[src/rtl/accel_pkg.sv]
// accel_pkg: shared widths and the tile type used by the load/store units.
package accel_pkg;
    localparam int DEF_DATA_WIDTH = 8;
    localparam int DEF_TILE_WIDTH = 256;
    localparam int DEF_TILE_ELEMS = DEF_TILE_WIDTH / DEF_DATA_WIDTH;
    localparam int BUF_ID_W = 5;
    localparam int LEN_W = 10;
    typedef logic [DEF_DATA_WIDTH-1:0] tile_t [0:DEF_TILE_ELEMS-1];
endpackage

[src/rtl/mem_read_tag_pipe.sv]
// mem_read_tag_pipe: DEPTH-stage shift register of {valid, idx} tags that
// follows DRAM reads so returning data lands in the right tile slot.
//   issue/issue_idx : read launched this cycle and its tile index
//   cap_valid/cap_idx : read data on mem_rdata belongs in tile[cap_idx]
//   empty : no read is in flight
module mem_read_tag_pipe #(
    parameter int DEPTH = 1,
    parameter int IDX_W = 5
) (
    input  logic             clk,
    input  logic             rst_n,
    input  logic             issue,
    input  logic [IDX_W-1:0] issue_idx,
    output logic             cap_valid,
    output logic [IDX_W-1:0] cap_idx,
    output logic             empty
);
    logic [DEPTH-1:0] vld;
    logic [IDX_W-1:0] tag [DEPTH];

    always_ff @(posedge clk or negedge rst_n) begin
        if (!rst_n) begin
            vld <= '0;
        end else begin
            for (int i = DEPTH - 1; i > 0; i--) vld[i] <= vld[i-1];
            vld[0] <= issue;
        end
    end

    // Index tags need no reset; only the valid bits qualify them.
    always_ff @(posedge clk) begin
        for (int i = DEPTH - 1; i > 0; i--) tag[i] <= tag[i-1];
        tag[0] <= issue_idx;
    end

    assign cap_valid = vld[DEPTH-1];
    assign cap_idx   = tag[DEPTH-1];
    assign empty     = ~|vld;
endmodule

[src/rtl/load_vector.sv]
// load_vector: reads `length` bytes from DRAM at `dram_addr`, packs them into
// TILE_ELEMS-wide tiles and writes each tile to vector buffer `buf_id`.
//   start/dram_addr/length/buf_id : command, accepted only when idle
//   mem_re/mem_addr/mem_rdata     : fixed-latency (MEM_LATENCY) DRAM read port
//   buf_write_*                   : tile write request held until buf_write_done
//   busy/done                     : command in progress / one-cycle completion
module load_vector
    import accel_pkg::*;
#(
    parameter int ADDR_WIDTH  = 24,
    parameter int DATA_WIDTH  = DEF_DATA_WIDTH,
    parameter int TILE_WIDTH  = DEF_TILE_WIDTH,
    parameter int TILE_ELEMS  = TILE_WIDTH / DATA_WIDTH,
    parameter int MEM_LATENCY = 1
) (
    input  logic                  clk,
    input  logic                  rst_n,
    input  logic                  start,
    input  logic [ADDR_WIDTH-1:0] dram_addr,
    input  logic [LEN_W-1:0]      length,
    input  logic [BUF_ID_W-1:0]   buf_id,
    output logic                  mem_re,
    output logic [ADDR_WIDTH-1:0] mem_addr,
    input  logic [DATA_WIDTH-1:0] mem_rdata,
    output logic                  buf_write_en,
    output logic [BUF_ID_W-1:0]   buf_write_id,
    output logic [DATA_WIDTH-1:0] buf_write_data [0:TILE_ELEMS-1],
    input  logic                  buf_write_done,
    output logic                  busy,
    output logic                  done
);
    localparam int IDX_W = $clog2(TILE_ELEMS);

    typedef enum logic [2:0] {S_IDLE, S_FETCH, S_DRAIN, S_WRITE, S_ADVANCE, S_FINISH} state_t;

    state_t                state, state_d;
    logic [ADDR_WIDTH-1:0] base, base_d, mem_addr_d;
    logic [LEN_W-1:0]      rem, rem_d, n;
    logic [IDX_W-1:0]      idx, idx_d;
    logic [BUF_ID_W-1:0]   id_d;
    logic                  mem_re_d, en_d, done_d, busy_d, clr;
    logic                  cap_valid, empty;
    logic [IDX_W-1:0]      cap_idx;

    mem_read_tag_pipe #(.DEPTH(MEM_LATENCY), .IDX_W(IDX_W)) u_tags (
        .clk       (clk),
        .rst_n     (rst_n),
        .issue     (mem_re),
        .issue_idx (idx),
        .cap_valid (cap_valid),
        .cap_idx   (cap_idx),
        .empty     (empty)
    );

    always_comb begin
        n          = (rem >= LEN_W'(TILE_ELEMS)) ? LEN_W'(TILE_ELEMS) : rem;
        state_d    = state;
        base_d     = base;
        rem_d      = rem;
        idx_d      = idx;
        mem_re_d   = 1'b0;
        mem_addr_d = mem_addr;
        en_d       = buf_write_en;
        done_d     = 1'b0;
        busy_d     = busy;
        id_d       = buf_write_id;
        clr        = 1'b0;
        case (state)
            S_IDLE: begin
                // busy is still high during the done cycle; it drops here
                // and a start arriving in that cycle is treated as busy.
                if (busy) begin
                    busy_d = 1'b0;
                end else if (start) begin
                    base_d  = dram_addr;
                    rem_d   = length;
                    id_d    = buf_id;
                    busy_d  = 1'b1;
                    state_d = (length == '0) ? S_FINISH : S_FETCH;
                    if (length != '0) begin
                        mem_re_d   = 1'b1;
                        mem_addr_d = dram_addr;
                        idx_d      = '0;
                        clr        = 1'b1;
                    end
                end
            end
            S_FETCH: begin
                if (LEN_W'(idx) == n - LEN_W'(1)) begin
                    state_d = S_DRAIN;
                end else begin
                    mem_re_d   = 1'b1;
                    idx_d      = idx + IDX_W'(1);
                    mem_addr_d = mem_addr + ADDR_WIDTH'(1);
                end
            end
            S_DRAIN: begin
                state_d = empty ? S_WRITE : S_DRAIN;
                en_d    = empty;
            end
            S_WRITE: begin
                if (buf_write_done) begin
                    en_d    = 1'b0;
                    rem_d   = rem - n;
                    state_d = S_ADVANCE;
                end
            end
            S_ADVANCE: begin
                state_d = (rem != '0) ? S_FETCH : S_FINISH;
                if (rem != '0) begin
                    base_d     = base + ADDR_WIDTH'(TILE_ELEMS);
                    mem_re_d   = 1'b1;
                    mem_addr_d = base + ADDR_WIDTH'(TILE_ELEMS);
                    idx_d      = '0;
                    clr        = 1'b1;
                end
            end
            S_FINISH: begin
                done_d  = 1'b1;
                state_d = S_IDLE;
            end
            default: state_d = S_IDLE;
        endcase
    end

    always_ff @(posedge clk or negedge rst_n) begin
        if (!rst_n) begin
            state        <= S_IDLE;
            base         <= '0;
            rem          <= '0;
            idx          <= '0;
            mem_re       <= 1'b0;
            mem_addr     <= '0;
            buf_write_en <= 1'b0;
            buf_write_id <= '0;
            busy         <= 1'b0;
            done         <= 1'b0;
        end else begin
            state        <= state_d;
            base         <= base_d;
            rem          <= rem_d;
            idx          <= idx_d;
            mem_re       <= mem_re_d;
            mem_addr     <= mem_addr_d;
            buf_write_en <= en_d;
            buf_write_id <= id_d;
            busy         <= busy_d;
            done         <= done_d;
        end
    end

    // Clearing at tile start zero-pads a partial last tile.
    always_ff @(posedge clk or negedge rst_n) begin
        if (!rst_n) begin
            for (int i = 0; i < TILE_ELEMS; i++) buf_write_data[i] <= '0;
        end else if (clr) begin
            for (int i = 0; i < TILE_ELEMS; i++) buf_write_data[i] <= '0;
        end else if (cap_valid) begin
            buf_write_data[cap_idx] <= mem_rdata;
        end
    end
endmodule

[config.mk]
export PLATFORM = sky130hd
export DESIGN_NAME = load_vector
export DESIGN_NICKNAME = d
export VERILOG_FILES = /design/src/rtl/accel_pkg.sv /design/src/rtl/mem_read_tag_pipe.sv /design/src/rtl/load_vector.sv
export SDC_FILE = /design/constraint.sdc
export NUM_CORES = 1
export LEC_CHECK = 0
export ABC_AREA = 1
export CAP_MARGIN = 10
export CORE_ASPECT_RATIO = 0.8
export CORE_MARGIN = 2
export CORE_UTILIZATION = 47
export DETAILED_ROUTE_END_ITERATION = 6
export MAX_ROUTING_LAYER = met4
export PLACE_DENSITY = 0.74
export SYNTH_ARGS = -nofsm -noshare
export SYNTH_HDL_FRONTEND = slang
export SYNTH_SLANG_ARGS = --single-unit
[constraint.sdc]
create_clock -name clk -period 2.1 [get_ports clk]
set_input_delay 0.42 -clock clk [delete_from_list [all_inputs] [get_ports clk]]
set_output_delay 0.42 -clock clk [all_outputs]
set_load 0.01 [all_outputs]
==> results of run 1 <==
what timing repair did:
item / CTS / global route
hold buffers: 1 / 0
cloned: 0 / 12
gates resized for setup: 8 / 63
hold endpoints to repair: 34 / 0
pin swaps: 1 / 11
setup endpoints to repair: 120 / 305
buffers inserted: 0 / 7
layout by cell type (no fill, tap or decap), drive strengths merged, types with 4 or more instances in the layout:
cell type / netlist / routed
dfxtp: 5 / 5
nand2: 399 / 399
buf: 35 / 121
a31oi: 5 / 5
mux2: 5 / 5
clkdlybuf4s50: 0 / 337
a22oi: 26 / 26
o21bai: 6 / 6
clkbuf: 64 / 61
nand4: 9 / 9
a21oi: 32 / 32
xor2: 9 / 9
o21ai: 173 / 173
o211ai: 11 / 11
ha: 5 / 5
clkinv: 1 / 5
inv: 194 / 198
nand3: 95 / 95
dfrtp: 332 / 332
or2: 4 / 4
mux2i: 120 / 120
bufinv: 0 / 4
nor3: 21 / 21
nor2: 357 / 357
final cells by class:
| type | count | area (µm²) | area share |
|---|---|---|---|
| Tap cell | 434 | 543.0 | 0.02421 |
| Multi-Input combinational cell | 1295 | 6719 | 0.2995 |
| Clock buffer | 54 | 1112 | 0.04958 |
| Clock inverter | 11 | 172.7 | 0.007697 |
| Timing Repair Buffer | 467 | 4713 | 0.2101 |
| Inverter | 195 | 739.5 | 0.03296 |
| Sequential cell | 337 | 8409 | 0.3748 |
| Timing Repair inverter | 2 | 25.02 | 0.001115 |
state kept, by name, summed over array words and instances (netlist names), 3 cells and up:
signal          cells
u_tags.tag          5
state               3
buf_write_data    256
mem_addr           24
rem                10
buf_write_id        5
idx                 5
base               24
cells by family after synthesis:
kind of cell               count (synthesis)  synth area share
DFF                                      337            0.5226
muxes                                    125           0.07816
buffers and inverters                    294           0.07403
other                                      1         0.0002331
adders and majority gates                  5          0.003888
and+or+nand+nor                          891            0.2251
xor gates and xnor gates                   9          0.004900
AOI/OAI and AO/OA                        264           0.09114
through the flow:
stage	util	instance area (µm²)	instances	hold slack, ns
after global placement	0.6121	20630	2711	0.3492
after detailed placement	0.6121	20630	2711	0.3535
after global routing	0.6656	22430	2795	0.4165
after floorplan	-	16150	1926	0.1244
after CTS	0.6514	21960	2777	0.4008
final	0.6656	22430	2795	0.4047
layer usage:
metal | vias to the layer above | share of wire | track usage
met4 | 0 | 0.040 | 0.1115
met5 | - | 0 | -
li1 | 7014 | - | -
met1 | 7238 | 0.44 | 0.4188
met3 | 123 | 0.077 | 0.05052
met2 | 685 | 0.44 | 0.4421
worst max-delay path by stage:
stage                     endpoint  slack [ns]  cells after the start
2_1_floorplan          mem_addr[0]       -0.03                     12
3_3_place_gp   buf_write_data[238]       -0.21                     10
5_1_grt                     idx[2]       -0.25                     13
6_report               mem_addr[0]        -0.1                     13
4_1_cts               mem_addr[15]       -0.07                     13
3_5_place_dp   buf_write_data[125]       -0.28                      6
where the power goes:
part           leakage, nW  switching [mW]  internal, mW
clock                0.629            2.69          4.18
sequential            4.53            1.11          7.63
combinational         4.57            7.21          5.22
==> flow_metrics.env, run 1 <==
export IMPL_post_synth_top_count_cell="nand2_1"
export IMPL_avgSynthCellArea_um2=8.354
export IMPL_cts_made_buffers=37
export IMPL_tightest_slew_ns=0.7222
export IMPL_htreeDepth=2
export IMPL_hold_path_class="in -> async"
export IMPL_drive_gt1_frac=0.1182
export IMPL_syn_cell_area_um2=16090
export IMPL_netlist_top_cells_count="nand2_1 (399), nor2_1 (351), dfrtp_1 (332)"
export IMPL_grt_max_degree=54
export IMPL_syn_to_final_growth_pct=39.44
export IMPL_vias=15060
export IMPL_drtIter0Drc=1329
export IMPL_wl_per_cell_um=19.28
export IMPL_cap_viol_max_count=0
export IMPL_path_clk_slew_ns=0.06
export IMPL_violations="negative setup slack"
export IMPL_setup_viol=30
export IMPL_ant_nets=0
export IMPL_timing_rr_end="mem_addr[0]"
export IMPL_grt_pass1_wl_mm=81.06
export IMPL_slew_violations=0
export IMPL_synth_main_ff_cell="dfrtp_1"
export IMPL_r2r_cells=13
export IMPL_ir_drop_mv=0.7415
export IMPL_gp_congestion=0.9196
export IMPL_critPathBufInv=1
export IMPL_crit_chain="nor2_2, nand2_2, nor2_4, nand2_2, ha_4, xor2_1, xor2_1, nor2_2, nand3_2, nand2_4, clkbuf_16, nand2_1, nand2_1"
export IMPL_fin_total_pwr_mw=28.04
export IMPL_ys_warn_count=0
export IMPL_syn_nets=1982
export IMPL_max_stage_delay_ns=0.39
export IMPL_portBuffers=339
export IMPL_reg2reg_from="rem[8]"
export IMPL_rsz0062_at_grt="yes"
export IMPL_synth_top_area_frac=0.5164
export IMPL_reg2reg_slack_ns=-0.1
export IMPL_drc=0
export IMPL_worst_skew_pair_late_latency_ns=0.53
export IMPL_overflow=0
export IMPL_setup_ws_ns=-0.09682
export IMPL_fmax_ghz=0.4552
export IMPL_antenna_cells=0
export IMPL_seq_area_frac_synth=0.5226
export IMPL_grt_usage=0.3000
export IMPL_ys_ff_latch=337
export IMPL_cts_root_buf="clkbuf_16"
export IMPL_p_per_area_nw_per_um2=1250
export IMPL_critPathKind="reg -> reg"
export IMPL_num_rows=60
export IMPL_yosysTopAreaCell="dfrtp_1"
export IMPL_worstPathMaxFanout=6
export IMPL_synth_enable_flop_cells=0
export IMPL_initial_utilization=0.4773
export IMPL_tritoncts="built"
export IMPL_fin_crit_ns=2.197
export IMPL_cp_end_kind="flip-flop"
export IMPL_cp_slowest_cell="dfrtp_1"
export IMPL_slew_headroom=0.5180
export IMPL_antenna_found_initial=1
export IMPL_crit_family="simple AND/OR/NAND/NOR gates"
export IMPL_crit_required_ns=2.56
export IMPL_dr_pass1_iters=6
export IMPL_startpoint="rem[8]"
export IMPL_die_x_um=210.9
export IMPL_n_fill_cell=2729
export IMPL_p_leak_nw=9.729
export IMPL_hpwl_mm=37.31
export IMPL_finalWirelength_mm=53.88
export IMPL_outcome="complete, but fails checks"
export IMPL_place_ws_ns=-0.2812
export IMPL_critPathArrivalTime_ns=2.65
export IMPL_hold_viol=0
export IMPL_vias_per_cell=5.388
export IMPL_synth_area_leaders="dfrtp_1 (52%), nand2_1 (9.3%), nor2_1 (8.2%)"
export IMPL_grt_pass1_vias=14360
export IMPL_syn_inst=1926
export IMPL_fin_setup_tns_ns=-2.085
export IMPL_io_pins=340
export IMPL_die_area_um2=35740
export IMPL_clock_path_buffers=3
export IMPL_async_reset_ff_frac=0.9852
export IMPL_fin_crit_sh=1.046
export IMPL_start_kind="flip-flop"
export IMPL_cts_sinks=337
export IMPL_finClkSkew_ns=0.01389
export IMPL_post_synth_num_cell_types=41
export IMPL_fp_coreArea_um2=33710
export IMPL_die_y_um=169.5
export IMPL_fin_nets=2391
Note: power is estimated with default switching activity, not from simulation.
==> inputs of run 2 (changes only) <==
--- a/config.mk
+++ b/config.mk
@@ -8,11 +8,10 @@
 export ABC_AREA = 1
 export CAP_MARGIN = 10
 export CORE_ASPECT_RATIO = 0.8
-export CORE_MARGIN = 2
-export CORE_UTILIZATION = 47
+export CORE_UTILIZATION = 40
 export DETAILED_ROUTE_END_ITERATION = 6
 export MAX_ROUTING_LAYER = met4
-export PLACE_DENSITY = 0.74
+export PLACE_DENSITY = 0.65
 export SYNTH_ARGS = -nofsm -noshare
 export SYNTH_HDL_FRONTEND = slang
 export SYNTH_SLANG_ARGS = --single-unit
==> run 2 against run 1 <==
The flow still finishes with violations (negative setup slack). Cell area is 0.89% higher. Critical path depth stayed put. Global-route usage is 2.6 points lower. First-iteration DRC count is 5.8% lower. Critical path type unchanged. Highest routed layer unchanged.
==> flow_metrics.env, run 2 (synthesized netlist as in run 1, its figures left out) <==
export IMPL_p_per_area_nw_per_um2=1248
export IMPL_antenna_found_initial=0
export IMPL_io_pins=340
export IMPL_layout_commonest_cell="nand2_1"
export IMPL_portBuffers=339
export IMPL_grt_max_degree=54
export IMPL_ant_nets=0
export IMPL_path_clk_slew_ns=0.06
export IMPL_vias=14930
export IMPL_rsz0062_at_grt="yes"
export IMPL_fin_crit_ns=2.188
export IMPL_setup_ws_ns=-0.08805
export IMPL_slew_violations=0
export IMPL_ir_drop_mv=0.7526
export IMPL_worstPathMaxFanout=19
export IMPL_biggestRegsByFlops="buf_write_data: 256 flops, base: 24 flops, mem_addr: 24 flops"
export IMPL_initial_utilization=0.4071
export IMPL_cp_end_kind="flip-flop"
export IMPL_overflow=0
export IMPL_whs_ns=0.3895
export IMPL_cts_made_buffers=37
export IMPL_syn_to_final_growth_pct=40.67
export IMPL_grt_pass1_wl_mm=83.93
export IMPL_violations="negative setup slack"
export IMPL_n_fill_cell=3549
export IMPL_dr_pass1_iters=5
export IMPL_cts_sinks=337
export IMPL_slew_headroom=0.4788
export IMPL_fin_setup_tns_ns=-1.646
export IMPL_drive_gt1_frac=0.1124
export IMPL_hold_viol=0
export IMPL_wl_per_cell_um=19.19
export IMPL_cap_viol_max_count=0
export IMPL_fin_nets=2406
export IMPL_drtIter0Drc=1252
export IMPL_die_x_um=226.2
export IMPL_cts_root_buf="clkbuf_16"
export IMPL_drc=0
export IMPL_layout_common_cells="nand2_1 (383), nor2_1 (343), clkdlybuf4s50_1 (337)"
export IMPL_grt_usage=0.2736
export IMPL_start_kind="flip-flop"
export IMPL_placed_cell_area_um2=20840
export IMPL_fp_coreArea_um2=39530
export IMPL_fmax_ghz=0.4570
export IMPL_die_y_um=181.4
export IMPL_p_leak_nw=9.812
export IMPL_tightest_slew_ns=0.7810
export IMPL_grt_pass1_vias=14440
export IMPL_crit_required_ns=2.55
export IMPL_setup_viol=30
export IMPL_fin_crit_sh=1.042
export IMPL_regMostFlops="buf_write_data"
export IMPL_finalWirelength_mm=55.92
export IMPL_outcome="complete, but fails checks"
export IMPL_hpwl_mm=38.25
export IMPL_largest_register_ffs=256
export IMPL_clock_path_buffers=3
export IMPL_htreeDepth=2
export IMPL_finClkSkew_ns=0.01753
export IMPL_vias_per_cell=5.125
export IMPL_die_area_um2=41030
export IMPL_place_ws_ns=-0.3485
export IMPL_gp_congestion=0.9490
export IMPL_worst_skew_pair_late_latency_ns=0.53
export IMPL_critPathKind="reg -> reg"
export IMPL_critPathArrivalTime_ns=2.64
export IMPL_num_rows=65
export IMPL_hold_path_class="reg -> reg"
export IMPL_postLayoutCellArea_um2=22630
export IMPL_tritoncts="built"
## run 2: changes by cell type in the layout (fill, tap and decap cells not counted), moves of 2 or more
cell,change
nor2_4,-2
nand2_1,+6
inv_6,-2
clkbuf_1,+6
buf_6,+2
inv_16,+2
nor2_2,-13
nand2_2,-7
buf_4,+10
clkbuf_16,-3
buf_16,+4
nor2_1,+15
## run 2: final timing paths
path	start	end	slack (ns)	depth (start not counted)
max	rem[9]	mem_addr[13]	-0.09	13
min	mem_re	u_tags.cap_valid	0.39	0
max reg2reg	rem[9]	mem_addr[13]	-0.09	13
min reg2reg	mem_re	u_tags.cap_valid	0.39	0
max in group asynchronous	rst_n	rem[7]	0.98	4
min in group asynchronous	rst_n	idx[2]	0.47	2
## run 2: final cells by class
cell class | instances | area [µm²] | area share
Sequential cell | 337 | 8408 | 0.3715
Timing Repair Buffer | 482 | 4891 | 0.2161
Clock buffer | 57 | 1071 | 0.04732
Clock inverter | 8 | 147.6 | 0.006523
Inverter | 195 | 744.5 | 0.03289
Antenna cell | 1 | 2.502 | 0.0001106
Tap cell | 536 | 670.6 | 0.02963
Timing Repair inverter | 2 | 40.04 | 0.001769
Multi-Input combinational cell | 1295 | 6658 | 0.2942
## run 2: repair_timing
| item | CTS | global route |
|---|---|---|
| cloned | 2 | 13 |
| hold buffers | 1 | 0 |
| buffers inserted | 4 | 7 |
| resized for setup | 16 | 40 |
| endpoints found under the hold margin | 33 | 0 |
| setup endpoints to repair | 264 | 273 |
| pin swaps | 4 | 3 |
## run 2: where the power goes
| part | switching [mW] | internal, mW | total [mW] | leakage [nW] |
|---|---|---|---|---|
| registers | 1.13 | 7.63 | 8.75 | 4.53 |
| logic | 7.29 | 5.53 | 12.8 | 4.69 |
| clock network | 2.66 | 4.00 | 6.67 | 0.595 |
| total | 11.1 | 17.2 | 28.2 | 9.81 |
## run 2: worst max-delay path: stages, from the launching register on
cell     delay, ns
dfrtp_1       0.42
nor2_2        0.14
nand2_2       0.09
nor2_4        0.18
nand2_2       0.10
ha_4          0.27
xor2_1        0.14
nand3_1       0.10
nor2_2        0.12
nand3_2       0.13
nand2_4       0.12
buf_12        0.16
nand2_1       0.06
nand2_1       0.07
## run 2: routing by layer
metal	vias up	global-route usage	share of wire	wire (µm)
met1	7264	0.3779	0.46	25710
met5	-	-	0	0
met3	100	0.05534	0.070	3893
met4	0	0.09081	0.033	1843
li1	7047	-	-	-
met2	518	0.4009	0.44	24470
## run 2: per-stage QoR
step                      power (mW)  utilization  std cells
after floorplan                14.92            -       1926
after global placement         19.39       0.5272       2820
after detailed placement       19.52       0.5272       2820
after CTS                      26.69       0.5613       2892
after global routing           29.83       0.5726       2912
final                          28.24       0.5726       2913
==> inputs of run 3 (changes only) <==
--- a/config.mk
+++ b/config.mk
@@ -9,6 +9,7 @@
 export CAP_MARGIN = 10
 export CORE_ASPECT_RATIO = 0.8
 export CORE_UTILIZATION = 40
+export CTS_CLUSTER_DIAMETER = 200
 export DETAILED_ROUTE_END_ITERATION = 6
 export MAX_ROUTING_LAYER = met4
 export PLACE_DENSITY = 0.65
==> results of run 3 <==
Final layout, timing and power as in run 2 (identical DEF).
